File: src/rtl/tdc_controller_mc_if.sv
// Read-out handshake between the TDC controller (master) and its record consumer (slave).
interface tdc_controller_mc_if #(
    parameter int NCH = 4,
    parameter int TW  = 6
);
    localparam int CHW = (NCH > 1) ? $clog2(NCH) : 1;

    logic           rdValid;
    logic           rdReady;
    logic [CHW-1:0] rdCh;
    logic [2:0]     rdToa;
    logic [TW-1:0]  rdTot;

    modport master (output rdValid, output rdCh, output rdToa, output rdTot, input rdReady);
    modport slave  (input rdValid, input rdCh, input rdToa, input rdTot, output rdReady);
endinterface

File: src/rtl/tdc_controller_mc.sv
// Multi-channel TDC controller: per-channel leading-edge phase and pulse-width capture,
// round-robin read-out of finished measurements and a saturating lost-hit counter.
//
// state  | meaning
// IDLE   | waiting for an enabled leading edge inside the window
// TOT    | pulse still high, width counting
// PEND   | measurement done, waiting for read-out grant
module tdc_controller_mc #(
    parameter int NCH = 4,
    parameter int TW  = 6
) (
    input  logic                 clk320,
    input  logic                 reset,
    input  logic                 bcSync,
    input  logic [NCH-1:0]       enable,
    input  logic                 testMode,
    input  logic                 polaritySel,
    input  logic                 autoReset,
    input  logic [2:0]           winStart,
    input  logic [2:0]           winEnd,
    input  logic [NCH-1:0]       hit,
    tdc_controller_mc_if.master  rd,
    output logic [NCH-1:0]       busy,
    output logic [7:0]           lostCnt
);
    localparam int CHW = (NCH > 1) ? $clog2(NCH) : 1;
    localparam logic [TW-1:0] TOT_MAX = '1;

    typedef enum logic [1:0] {S_IDLE = 2'd0, S_TOT = 2'd1, S_PEND = 2'd2} ch_state_t;

    ch_state_t      state_q [NCH];
    ch_state_t      state_d [NCH];
    logic [2:0]     toa_q   [NCH];
    logic [2:0]     toa_d   [NCH];
    logic [TW-1:0]  tot_q   [NCH];
    logic [TW-1:0]  tot_d   [NCH];

    logic [2:0]     phase_q;
    logic [2:0]     test_off;
    logic           test_pulse;
    logic           in_win;
    logic           drop;
    logic           load;
    logic           any_pend;
    logic [NCH-1:0] lvl;
    logic [NCH-1:0] h_prev_q;
    logic [NCH-1:0] hit_rise;
    logic [NCH-1:0] pend;
    logic [NCH-1:0] gnt;
    logic           found_hi;
    logic           found_lo;
    logic [CHW-1:0] idx_hi;
    logic [CHW-1:0] idx_lo;
    logic [CHW-1:0] gnt_idx;
    logic [2:0]     gnt_toa;
    logic [TW-1:0]  gnt_tot;
    logic [CHW-1:0] last_grant_q;
    logic [5:0]     loss_sum;
    logic [8:0]     lost_sum;
    logic [7:0]     lost_q;

    logic           rd_valid_q;
    logic [CHW-1:0] rd_ch_q;
    logic [2:0]     rd_toa_q;
    logic [TW-1:0]  rd_tot_q;

    // Internal test pulse covers three phases starting at winStart, wrapping mod 8.
    assign test_off   = phase_q - winStart;
    assign test_pulse = (test_off < 3'd3);
    assign lvl        = testMode ? {NCH{test_pulse}} : (hit ^ {NCH{polaritySel}});
    assign hit_rise   = lvl & ~h_prev_q;
    assign in_win     = (winStart <= phase_q) && (phase_q <= winEnd);
    assign drop       = autoReset && (phase_q == 3'd7);
    assign load       = !rd_valid_q || rd.rdReady;
    assign lost_sum   = {1'b0, lost_q} + {3'b000, loss_sum};

    always_ff @(posedge clk320) begin
        if (reset) begin
            phase_q  <= '0;
            h_prev_q <= '0;
            lost_q   <= '0;
        end else begin
            phase_q  <= bcSync ? 3'd0 : phase_q + 3'd1;
            h_prev_q <= lvl;
            lost_q   <= lost_sum[8] ? 8'hFF : lost_sum[7:0];
        end
    end

    // Round-robin: lowest pending index above lastGrant wins, otherwise lowest overall.
    always_comb begin
        found_hi = 1'b0;
        found_lo = 1'b0;
        idx_hi   = '0;
        idx_lo   = '0;
        for (int i = NCH - 1; i >= 0; i--) begin
            if (pend[i]) begin
                if (CHW'(i) > last_grant_q) begin
                    found_hi = 1'b1;
                    idx_hi   = CHW'(i);
                end else begin
                    found_lo = 1'b1;
                    idx_lo   = CHW'(i);
                end
            end
        end
        any_pend = found_hi || found_lo;
        gnt_idx  = found_hi ? idx_hi : idx_lo;
        gnt      = '0;
        gnt_toa  = '0;
        gnt_tot  = '0;
        for (int i = 0; i < NCH; i++) begin
            if (CHW'(i) == gnt_idx) begin
                gnt[i]  = load && any_pend;
                gnt_toa = toa_q[i];
                gnt_tot = tot_q[i];
            end
        end
    end

    always_ff @(posedge clk320) begin
        if (reset) begin
            for (int i = 0; i < NCH; i++) begin
                state_q[i] <= S_IDLE;
                toa_q[i]   <= '0;
                tot_q[i]   <= '0;
            end
        end else begin
            for (int i = 0; i < NCH; i++) begin
                state_q[i] <= state_d[i];
                toa_q[i]   <= toa_d[i];
                tot_q[i]   <= tot_d[i];
            end
        end
    end

    always_comb begin
        loss_sum = '0;
        for (int i = 0; i < NCH; i++) begin
            state_d[i] = state_q[i];
            toa_d[i]   = toa_q[i];
            tot_d[i]   = tot_q[i];
            case (state_q[i])
                S_IDLE: begin
                    if (hit_rise[i] && enable[i] && in_win) begin
                        state_d[i] = S_TOT;
                        toa_d[i]   = phase_q;
                        tot_d[i]   = TW'(1);
                    end
                end
                S_TOT: begin
                    if (hit_rise[i] && enable[i] && in_win) loss_sum = loss_sum + 6'd1;
                    if (lvl[i]) begin
                        if (tot_q[i] != TOT_MAX) tot_d[i] = tot_q[i] + TW'(1);
                    end else begin
                        state_d[i] = S_PEND;
                    end
                end
                S_PEND: begin
                    if (hit_rise[i] && enable[i] && in_win) loss_sum = loss_sum + 6'd1;
                    if (gnt[i]) begin
                        state_d[i] = S_IDLE;
                    end else if (drop) begin
                        state_d[i] = S_IDLE;
                        loss_sum   = loss_sum + 6'd1;
                    end
                end
                default: state_d[i] = S_IDLE;
            endcase
        end
    end

    always_comb begin
        busy = '0;
        pend = '0;
        for (int i = 0; i < NCH; i++) begin
            busy[i] = (state_q[i] != S_IDLE);
            pend[i] = (state_q[i] == S_PEND);
        end
    end

    always_ff @(posedge clk320) begin
        if (reset) begin
            rd_valid_q   <= 1'b0;
            rd_ch_q      <= '0;
            rd_toa_q     <= '0;
            rd_tot_q     <= '0;
            last_grant_q <= CHW'(NCH - 1);
        end else if (load) begin
            if (any_pend) begin
                rd_valid_q   <= 1'b1;
                rd_ch_q      <= gnt_idx;
                rd_toa_q     <= gnt_toa;
                rd_tot_q     <= gnt_tot;
                last_grant_q <= gnt_idx;
            end else begin
                rd_valid_q   <= 1'b0;
            end
        end
    end

    assign rd.rdValid = rd_valid_q;
    assign rd.rdCh    = rd_ch_q;
    assign rd.rdToa   = rd_toa_q;
    assign rd.rdTot   = rd_tot_q;
    assign lostCnt    = lost_q;
endmodule
File: src/flat_wrapper.sv
// flat-port wrapper written by rule: the top's interface ports become plain ports
module tdc_controller_mc_flat 
#(
    parameter int NCH = 4,
    parameter int TW  = 6
)
  (clk320, reset, bcSync, enable, testMode, polaritySel, autoReset, winStart, winEnd, hit, busy, lostCnt, rd_rdValid, rd_rdCh, rd_rdToa, rd_rdTot, rd_rdReady);
  tdc_controller_mc_if #(.NCH(NCH), .TW(TW)) rd_i ();
  input  logic clk320;
  input  logic reset;
  input  logic bcSync;
  input  logic [NCH-1:0] enable;
  input  logic testMode;
  input  logic polaritySel;
  input  logic autoReset;
  input  logic [2:0] winStart;
  input  logic [2:0] winEnd;
  input  logic [NCH-1:0] hit;
  output logic [NCH-1:0] busy;
  output logic [7:0] lostCnt;
  output wire logic [$bits(rd_i.rdValid)-1:0] rd_rdValid;
  output wire logic [$bits(rd_i.rdCh)-1:0] rd_rdCh;
  output wire logic [$bits(rd_i.rdToa)-1:0] rd_rdToa;
  output wire logic [$bits(rd_i.rdTot)-1:0] rd_rdTot;
  input wire logic [$bits(rd_i.rdReady)-1:0] rd_rdReady;
  assign rd_rdValid = rd_i.rdValid;
  assign rd_rdCh = rd_i.rdCh;
  assign rd_rdToa = rd_i.rdToa;
  assign rd_rdTot = rd_i.rdTot;
  assign rd_i.rdReady = rd_rdReady;
  tdc_controller_mc #(.NCH(NCH), .TW(TW)) u_core (.clk320(clk320), .reset(reset), .bcSync(bcSync), .enable(enable), .testMode(testMode), .polaritySel(polaritySel), .autoReset(autoReset), .winStart(winStart), .winEnd(winEnd), .hit(hit), .rd(rd_i), .busy(busy), .lostCnt(lostCnt));
endmodule
File: config.mk
export PLATFORM = sky130hd
export DESIGN_NAME = tdc_controller_mc_flat
export DESIGN_NICKNAME = d
export VERILOG_FILES = /design/src/rtl/tdc_controller_mc_if.sv /design/src/rtl/tdc_controller_mc.sv /design/src/flat_wrapper.sv
export SDC_FILE = /design/constraint.sdc
export NUM_CORES = 1
export LEC_CHECK = 0
export ABC_AREA = 0
export CAP_MARGIN = 20
export CORE_MARGIN = 2
export CORE_UTILIZATION = 50
export DETAILED_ROUTE_END_ITERATION = 16
export PLACE_DENSITY_LB_ADDON = 0.08
export SKIP_LAST_GASP = 1
export SLEW_MARGIN = 20
export SYNTH_ARGS = -nofsm -noshare
export SYNTH_HDL_FRONTEND = slang
export SYNTH_SLANG_ARGS = --single-unit
File: constraint.sdc
create_clock -name clk320 -period 17.8 [get_ports clk320]
set_input_delay 2.67 -clock clk320 [delete_from_list [all_inputs] [get_ports clk320]]
set_output_delay 2.67 -clock clk320 [all_outputs]
set_load 0.01 [all_outputs]
==> results of run 1 <==
==> where the power goes <==
part / internal [mW] / total, mW / switching, mW
Sequential: 0.182 / 0.200 / 0.0177
Clock: 0.0874 / 0.156 / 0.0682
Combinational: 0.106 / 0.304 / 0.198
Total: 0.376 / 0.659 / 0.284
==> synth_stat cells (4+ instances only) <==
master	number
dfxtp_1	73
clkbuf_1	25
o21bai_1	6
a21o_1	7
buf_2	4
xnor2_1	11
o211ai_1	4
inv_1	33
o21ai_1	5
nor2_1	79
o31ai_1	7
a22oi_1	6
and3_1	5
ha_1	38
a211oi_1	21
nand3_1	27
nand2b_1	11
mux2i_1	21
nor3_1	17
a31oi_1	4
a21oi_1	66
o21a_1	8
nand2_1	68
nor2b_1	14
and2_1	5
o21ai_0	18
nor3b_1	7
==> area by class of cell <==
class | count | area, um2
tap | 136 | 170
timing repair buffer | 47 | 458
sequential | 73 | 1460
inverter | 35 | 131
clock inverter | 5 | 85.1
clock buffer | 11 | 151
fill | 990 | 4260
multi-input combinational | 531 | 3560
==> sequential cells by signal (all words and copies together) (netlist names) <==
register,cells
u_core.h_prev_q,4
u_core.last_grant_q,2
u_core.lostCnt,8
u_core.phase_q,3
u_core.rd.rdCh,2
u_core.rd.rdToa,3
u_core.rd.rdTot,6
u_core.rd.rdValid,1
u_core.state_q,8
u_core.toa_q,12
u_core.tot_q,24
==> metal layers <==
metal | global-route usage | vias to the layer above | share of wire
met1 | 0.335 | 2317 | 0.50
li1 | - | 2462 | -
met4 | 0.0918 | 0 | 0.016
met2 | 0.379 | 124 | 0.45
met5 | 0 | - | 0
met3 | 0.0353 | 15 | 0.041
==> path summary, 6_finish.rpt <==
path	start	end	slack [ns]	depth (start not counted)
max	winStart[0]	u_core.lostCnt[0]$_SDFF_PP0_	6.37	41
min	u_core.phase_q[0]$_SDFF_PP0_	u_core.phase_q[0]$_SDFF_PP0_	0.46	1
max reg2reg	u_core.phase_q[0]$_SDFF_PP0_	u_core.lostCnt[0]$_SDFF_PP0_	8.56	41
min reg2reg	u_core.phase_q[0]$_SDFF_PP0_	u_core.phase_q[0]$_SDFF_PP0_	0.46	1
==> worst max-delay path, delay by kind of cell <==
family                   cells  cell delay [ns]
buffers and inverters        3             0.58
adder cells (fa/ha/maj)      9             2.73
multiplexers                 2             0.55
AND/OR/NAND/NOR             12             2.13
XOR/XNOR                     2             0.31
AO/OA/AOI/OAI               13             2.63
==> cells by family after synthesis <==
kind of cell               Yosys count  synth area share
muxes                               26            0.0526
xor gates and xnor gates            15            0.0263
and+or+nand+nor                    260             0.243
buffers and inverters               67            0.0521
adders and majority gates           40            0.0977
AOI/OAI and AO/OA                  190             0.252
DFF                                 73             0.277
==> results.md, run 1 <==
- Post CTS Setup Buffer Count: 0
- Max Cap Viol: 0
- CTS Root Cell: clkbuf_8
- IO Pins: 45
- Final hold vios: 0
- Antenna violations before repair: 0
- Fraction of layout cells with a size suffix above 1: 0.0741
- Setup TNS: 0 ns
- Initial core utilization: 0.514
- DP HPWL: 9740 um
- Routed wire length: 13400 um
- Commonest cells after routing, fill and taps aside: nor2_1 (79), dfxtp_1 (73), nand2_1 (68), a21oi_1 (66), clkdlybuf4s50_1 (43)
- Antenna Nets Post-Route: 0
- DIE WIDTH: 107 um
- GPL Wtd Cong: 0.889
- Total CTS buffers: 9
- Layout area overhead: 13.9%
- Outcome: complete, no violations
- Top cell by count, worst path: ha_1
- H-Tree Level Count: 3
- CTS tree: built
- Largest net degree at the start of global routing: 74
- 1st-iter DRT viols: 251
- Nets: 758
- Die area: 0.0114 mm2
- PD cells: 110 mW/mm2
- Remaining routing DRC violations: 0
- Synth warn: 0
- EDFF count, synth: 0
- Slowest cell on the critical path: a211oi_1
- Crit end category: flip-flop
- Worst Max-Slew Pin Slew: 1.09 ns
- Layout Utilization: 0.585
- Syn avg cell area: 7.87 um2
- Post-synth top area share: 0.277
- Gate Count Post-Synth: 671
- WP data required: 18.00 ns
- Critical path peak fanout: 7
- First-pass GRT wire length: 22200 um
- Vias: 4918
- Leading cell type in the layout, fill and taps excluded: nor2_1
- Crit Path Category: in2reg
- Finished Layout Cells: 838
- Largest area contributor in the netlist: dfxtp_1
- Post-Syn Area: 0.00528 mm2
- Top post-synthesis cells by area: dfxtp_1 (28%), ha_1 (9.0%), a21oi_1 (6.3%)
- Clk pin slew, worst setup/hold paths: 0.08 ns
- Top_reg_cell synth: dfxtp_1
- Hold_buf cts: 0
- Die height: 107 um
- Core area: 0.0103 mm2
- ANT cells: 0
- Post-CTS sizing: 0
- Worst Setup Start Kind: input port
- Critical Path AT: 11.64 ns
- Max VDD drop: 0.0000858 V
- Fmax: 0.0875 GHz
- Worst skew pair latency: 0.36 ns
- Final instance area: 0.00601 mm2
- Power Total: 659 uW
- Rows: 37
- Leak Pwr: 2.28 nW
- Final worst-path cycle share: 0.642
- Worst Hold Class: reg2reg
- Setup Viol. Count Final: 0
- Worst hold margin: 0.456 ns
- Synth Register Bits: 73
- Slew margin rel.: 0.272
- RSZ-0062 raised after global routing: false
- Slew Limit Fails: 0
- Post-synthesis sequential area ratio: 0.277
- Cells after DPL: 822
- Grt ovf: 0
- CP max stage delay: 0.50 ns
- Setup slack at placement: 6.06 ns
- Ys async rst share: 0
- Total GRT Usage: 0.242
- Layout Skew: 0.00794 ns
- Routed wire length per instance: 16.0 um
- Number of global-route vias before repair: 4634
- Pre-antenna DRT Iters: 5
- CTS sink cnt: 73
- Syn nets: 732
- Setup ws final: 6.37 ns
- Number of port buffers: 44
- Via density: 5.87
- Synth unique cells: 82
- Period minus WS final: 11.43 ns
- Max clock buf depth: 2
- Cell Area, Placed: 0.00578 mm2
Power figures use the tool's default switching activity.
==> inputs of run 2 (changes only) <==
clock period = 9.2 ns   (was 17.8 ns; I/O delays follow)
==> run 2 against run 1 <==
Critical path depth rose by 1. Via count up 4.1%. Sequential share of layout area down 1.3 points. Clock power increased by 53%. Wire length increased by 6.4%. First-iteration DRC count increased by 47%. Largest cell class unchanged. Cell area up 5.6%.
==> results.md, run 2 (same netlist as run 1, synthesis figures left out) <==
- Reg with most FFs: u_core.tot_q
- Largest delay share family, worst path: adder cells
- GPL Wtd Cong: 0.842 (-5.2%)
- Routed wire length per instance: 16.3 um (+1.9%)
- Nets: 795 (+4.9%)
- Slew margin rel.: 0.463 (+0.191)
- Power Total: 1.25 mW (+90%)
- Via density: 5.85 (-0.26%)
- Slowest cell on the critical path: clkdlybuf4s50_1
- Final worst-path cycle share: 0.964
- Vias: 5122 (+4.1%)
- Commonest cells after routing, fill and taps aside: nor2_1 (77), dfxtp_1 (73), nand2_1 (66), a21oi_1 (59), clkdlybuf4s50_1 (43)
- Slew Limit Fails: 0 (unchanged)
- Crit end category: flip-flop
- Critical Path AT: 9.08 ns (-2.56 ns)
- Layout area overhead: 20.4%
- Crit Path Category: in2reg
- Rows: 37 (unchanged)
- First-pass GRT wire length: 23200 um (+4.2%)
- Initial core utilization: 0.514 (unchanged)
- CTS sink cnt: 73 (unchanged)
- Area occupied by multi-input gates: 0.00367 mm2 (+3.3%)
- CTS Root Cell: clkbuf_8
- FF+latch area: 0.00146 mm2 (unchanged)
- 1st-iter DRT viols: 370 (+47%)
- Final hold vios: 0 (unchanged)
- Routed wire length: 14200 um (+6.4%)
- Critical path peak fanout: 6 (-1)
- ANT cells: 0 (unchanged)
- Layout Skew: 0.00980 ns (+0.00186 ns)
- DIE WIDTH: 107 um (unchanged)
- Leading cell type in the layout, fill and taps excluded: nor2_1
- Clk pin slew, worst setup/hold paths: 0.08 ns (about the same)
- Antenna Nets Post-Route: 0 (unchanged)
- Max clock buf depth: 2 (unchanged)
- CTS tree: built
- CP Buf/Inv Count: 2 (-1)
- Die height: 107 um (unchanged)
- Largest net degree at the start of global routing: 74 (unchanged)
- DP HPWL: 10100 um (+3.8%)
- Worst Hold Class: reg2reg
- Worst Setup Start Kind: input port
- Total GRT Usage: 0.253 (+0.0116)
- Number of port buffers: 44 (unchanged)
- Max FFs per register: 24 (unchanged)
- Fraction of layout cells with a size suffix above 1: 0.149 (+0.0748)
- Top flop regs: u_core.tot_q: 24 flops, u_core.toa_q: 12 flops
- Max Cap Viol: 0 (unchanged)
- IO Pins: 45 (unchanged)
- Remaining routing DRC violations: 0 (unchanged)
- Fill cell count: 920 (-7.1%)
- H-Tree Level Count: 3 (unchanged)
- WP data required: 9.41 ns (-8.59 ns)
- CP max stage delay: 0.47 ns (-0.03 ns)
- Number of global-route vias before repair: 4880 (+5.3%)
- Worst skew pair latency: 0.36 ns (about the same)
- Leak Pwr: 2.44 nW (+7.2%)
- Worst Max-Slew Pin Slew: 0.806 ns (-0.284 ns)
- Outcome: complete, no violations
- Period minus WS final: 8.87 ns
- Hold_buf cts: 0 (unchanged)
- Total CTS buffers: 9 (unchanged)
- Antenna violations before repair: 0 (unchanged)
- Fmax: 0.113 GHz
- Pre-antenna DRT Iters: 5 (unchanged)
- Cells after DPL: 853 (+3.8%)
- Grt ovf: 0 (unchanged)
- Setup Viol. Count Final: 0 (unchanged)
- Max VDD drop: 0.000125 V (+46%)
- Finished Layout Cells: 875 (+4.4%)
- PD cells: 197 mW/mm2 (+80%)
- Die area: 0.0114 mm2 (unchanged)
- Core area: 0.0103 mm2 (unchanged)
[run 2: changes by cell type in the layout (fill, tap and decap cells not counted), sizes merged]
| cell | delta |
|---|---|
| buf | +37 |
| bufinv | -2 |
| clkinv | +1 |
| clkinvlp | +1 |
[run 2: where the power goes]
part | switching [mW] | total [mW] | internal, mW | leakage [nW]
combinational | 0.398 | 0.625 | 0.227 | 1.77
sequential | 0.0344 | 0.387 | 0.352 | 0.591
clock | 0.132 | 0.239 | 0.107 | 0.0875
total | 0.564 | 1.25 | 0.686 | 2.44
[run 2: worst reg2reg max path, delay by kind of cell, from the launching register on]
family | cells | cell delay (ns)
mux | 2 | 0.56
xor+xnor | 2 | 0.30
fa+ha+maj | 9 | 2.59
compound gates | 14 | 2.13
simple gates | 13 | 1.67
buf+inv | 2 | 0.26
flops | 1 | 0.33
[run 2: timing repair]
| item | in CTS | in global routing |
|---|---|---|
| endpoints found under the setup margin | 8 | 8 |
| resized for setup | 1 | 22 |
| pin swaps | 1 | 25 |
| buffers inserted | 1 | 5 |
[run 2: area by class of cell]
class,instances,area share
inverters,35,0.0207
clock inverters,5,0.00630
well taps,136,0.0268
repair buffers,84,0.116
multi-input cells,531,0.578
flip-flops and latches,73,0.230
clock buffers,11,0.0223
[run 2: metrics by stage]
stage               setup TNS (ns)  setup slack (ns)  utilization  area, um2  hold slack, ns
detailed placement           -3.39            -0.449        0.585       6010           0.449
finish                           0             0.330        0.618       6350           0.464
CTS                       -0.00576          -0.00576        0.604       6200           0.463
global placement             -1.20            -0.171        0.585       6010           0.442
floorplan                        0            0.0191            -       5280           0.427
global route                -0.346           -0.0788        0.618       6350           0.486
[run 2: path summary, 6_finish.rpt]
path                            cells after the start                       startpoint                               to  slack, ns
worst max-delay path                               42                      winStart[0]     u_core.lostCnt[5]$_SDFF_PP0_       0.33
worst min-delay path                                2  u_core.toa_q[3][2]$_SDFFE_PP0P_  u_core.toa_q[3][2]$_SDFFE_PP0P_       0.46
worst max register to register                     42     u_core.phase_q[0]$_SDFF_PP0_     u_core.lostCnt[5]$_SDFF_PP0_       1.21
worst min register to register                      2  u_core.toa_q[3][2]$_SDFFE_PP0P_  u_core.toa_q[3][2]$_SDFFE_PP0P_       0.46
[run 2: routing by layer]
metal	part of all wire	vias up	global-route usage
met1	0.46	2413	0.335
met2	0.48	144	0.429
met5	0	-	0
met4	0.016	0	0.0881
met3	0.047	19	0.0267
li1	-	2546	-
==> inputs of run 3 (changes only) <==
ABC_AREA = 1   (was 0)
==> run 3 against run 2 <==
Total power is 32% higher. Synthesized cell count is 8.6% higher. Register-to-register slack better by 0.38 ns. Critical path depth is 12 higher. Combinational power is 57% higher. Sequential share of layout area is 2.5 points higher. Non-clock buffer count is 38 lower. Sequential cell count stayed put. Maximum frequency is 4.6% higher. Cell area is 9.7% lower. Highest routed layer unchanged.
==> results.md, run 3 <==
- Outcome: complete, no violations
- ANT cells: 0 (unchanged)
- Grt ovf: 0 (unchanged)
- Total CTS buffers: 9 (unchanged)
- Largest net degree at the start of global routing: 37 (-50%)
- Post-Syn Area: 0.00495 mm2 (-6.2%)
- Commonest cells after routing, fill and taps aside: inv_1 (132), nand2_1 (106), nor2_1 (82), dfxtp_1 (73), o21ai_0 (52)
- Post-synth top cells: inv_1 (132), nand2_1 (107), nor2_1 (83)
- GPL Wtd Cong: 0.899 (+6.7%)
- First-pass GRT wire length: 20400 um (-12%)
- Max VDD drop: 0.000120 V (-4.4%)
- CP max stage delay: 0.46 ns (about the same)
- Sequential fraction of design power: 0.256 (-0.053)
- DIE WIDTH: 104 um (-3.0%)
- Slew margin rel.: 0.478 (+0.0150)
- Syn nets: 790 (+7.9%)
- Rows: 36 (-2.7%)
- FF-to-FF setup slack: 1.59 ns (+0.38 ns)
- Nets: 837 (+5.3%)
- 1st-iter DRT viols: 232 (-37%)
- Slowest cell on the critical path: clkdlybuf4s50_1
- Core area: 0.00968 mm2 (-5.8%)
- Clk pin slew, worst setup/hold paths: 0.09 ns (about the same)
- Initial core utilization: 0.511 (-0.00227)
- Leading cell type in the layout, fill and taps excluded: inv_1
- Fmax: 0.118 GHz (+4.6%)
- Worst r2r src: u_core.phase_q[0]$_SDFF_PP0_
- Top_reg_cell synth: dfxtp_1
- Hold Crit Depth: 1 (-1)
- IO Pins: 45 (unchanged)
- Antenna violations before repair: 0 (unchanged)
- Number of port buffers: 44 (unchanged)
- Final worst-path cycle share: 0.922 (-0.0423)
- Power Total: 1.65 mW (+32%)
- Sw Share: 0.490 (+0.0391)
- Most numerous cell in the Yosys netlist: inv_1
- H-Tree Level Count: 3 (unchanged)
- Worst Setup Start Kind: input port
- CP Buf/Inv Count: 11 (+9)
- Leak Pwr: 2.52 nW (+3.1%)
- CTS tree: built
- Vias: 4695 (-8.3%)
- Total GRT Usage: 0.231 (-0.0222)
- Worst Hold Class: reg2reg
- Synth unique cells: 47 (-43%)
- WP data required: 9.45 ns (+0.04 ns)
- EDFF count, synth: 0 (unchanged)
- Ys async rst share: 0 (unchanged)
- Gate Count Post-Synth: 729 (+8.6%)
- Routed wire length per instance: 13.1 um (-20%)
- Internal power: 842 uW (+23%)
- CTS sink cnt: 73 (unchanged)
- Critical Path AT: 8.73 ns (-0.35 ns)
- Top post-synthesis cells by area: dfxtp_1 (30%), inv_1 (10%), ha_1 (9.6%)
- Hold_buf cts: 0 (unchanged)
- Antenna Nets Post-Route: 0 (unchanged)
- Die height: 104 um (-3.0%)
- Reg with most FFs: u_core.tot_q
- Largest area contributor in the netlist: dfxtp_1
- Setup crit start: winStart[0]
- Via density: 5.14 (-12%)
- Worst Max-Slew Pin Slew: 0.783 ns (-0.0225 ns)
- Top flop regs: u_core.tot_q: 24 flops, u_core.toa_q: 12 flops
- Die area: 0.0107 mm2 (-6.0%)
- Pre-antenna DRT Iters: 5 (unchanged)
- Remaining routing DRC violations: 0 (unchanged)
- Layout Skew: 0.00979 ns (-0.00000819 ns)
- Crit end category: flip-flop
- Largest delay share family, worst path: adder cells
- Hold path startpoint: u_core.phase_q[0]$_SDFF_PP0_
- CTS Root Cell: clkbuf_8
- Number of global-route vias before repair: 4459 (-8.6%)
- Period minus WS final: 8.48 ns (-0.389 ns)
- Fraction of layout cells with a size suffix above 1: 0.105 (-0.0439)
- Routed wire length: 11900 um (-16%)
- Layout area overhead: 15.9%
- Slew Limit Fails: 0 (unchanged)
- Setup Viol. Count Final: 0 (unchanged)
- Worst r2r dst: u_core.lostCnt[7]$_SDFF_PP0_
- Part of the power in combinational logic: 0.593 (+0.093)
- WHS Endpoint: u_core.phase_q[0]$_SDFF_PP0_
- Final hold vios: 0 (unchanged)
- Max FFs per register: 24 (unchanged)
- Post-synthesis sequential area ratio: 0.295 (+0.0183)
- DP HPWL: 9270 um (-8.4%)
- Top cell by count, worst path: nand2_1
- Net switching power of the design: 810 uW (+44%)
- Crit Path Category: in2reg
- Post-synth top area share: 0.295 (+0.0183)
- Worst skew pair latency: 0.37 ns (about the same)
- Max clock buf depth: 2 (unchanged)
- Syn avg cell area: 6.79 um2 (-14%)
- Synth warn: 0 (unchanged)
- Max Cap Viol: 0 (unchanged)
- Setup TNS: 0 ns (unchanged)
- Critical path peak fanout: 5 (-1)
- RSZ-0062 raised after global routing: false
- Synth Register Bits: 73 (unchanged)
- PD cells: 288 mW/mm2 (+46%)
- Worst hold margin: 0.445 ns (-0.0191 ns)
- Clock share of power: 0.151 (-0.040)
- Length in cells of the worst reg-to-reg path: 54 (+29%)
[run 3: stage by stage]
step / area [um2] / setup WS, ns / instances / util
after floorplan: 4950 / 1.29 / 729 / -
after global placement: 5530 / 0.528 / 898 / 0.571
after detailed placement: 5530 / 0.259 / 898 / 0.571
after CTS: 5710 / 0.644 / 914 / 0.590
after global routing: 5740 / 0.00292 / 914 / 0.593
final: 5740 / 0.719 / 914 / 0.593
[run 3: metal layers]
metal,up-vias,routed length (um),GRT usage
li1,2460,-,-
met1,2136,5870,0.305
met2,84,5410,0.385
met3,15,439,0.0390
met4,0,206,0.0753
met5,-,0,0
[run 3: worst max path at each step]
stage,end,slack (ns),cells after the start
floorplan,u_core.lostCnt[7]$_SDFF_PP0_,1.29,53
global placement,u_core.lostCnt[7]$_SDFF_PP0_,0.53,54
detailed placement,u_core.lostCnt[4]$_SDFF_PP0_,0.26,55
CTS,u_core.lostCnt[3]$_SDFF_PP0_,0.64,55
global route,u_core.lostCnt[7]$_SDFF_PP0_,0.003,54
finish,u_core.lostCnt[7]$_SDFF_PP0_,0.72,54
[run 3: cell families after synthesis]
family                     share of synthesized area
xor gates and xnor gates                      0.0106
DFF                                            0.295
buffers and inverters                          0.118
adders and majority gates                      0.104
AOI/OAI and AO/OA                              0.179
and+or+nand+nor                                0.294
[run 3: layout make-up]
cell class / count / area, um2
Clock buffer: 9 / 124
Tap cell: 133 / 166
Fill cell: 934 / 3950
Sequential cell: 73 / 1460
Clock inverter: 7 / 61.3
Timing Repair Buffer: 46 / 455
Inverter: 143 / 537
Multi-Input combinational cell: 503 / 2930
[run 3: what timing repair did]
action                                  in CTS  in global routing
buffers inserted                             0                  0
endpoints found under the setup margin       0                  8
resized for setup                            0                  6
[run 3: worst register-to-register path: cells and delay by family, from the launching register on]
family,cells,cell delay (ns)
buffers and inverters,11,0.80
DFF,1,0.33
AOI/OAI and AO/OA,9,1.27
and+or+nand+nor,25,2.26
adders and majority gates,9,2.81
[run 3: power groups by stage]
stage          clock network (mW)  logic [mW]  registers (mW)
5_1_grt                     0.266        1.11           0.432
6_report                    0.250       0.979           0.423
2_1_floorplan                   0       0.713           0.432
4_1_cts                     0.253       0.975           0.423
3_5_place_dp                    0       0.967           0.430
3_3_place_gp                    0       0.949           0.429
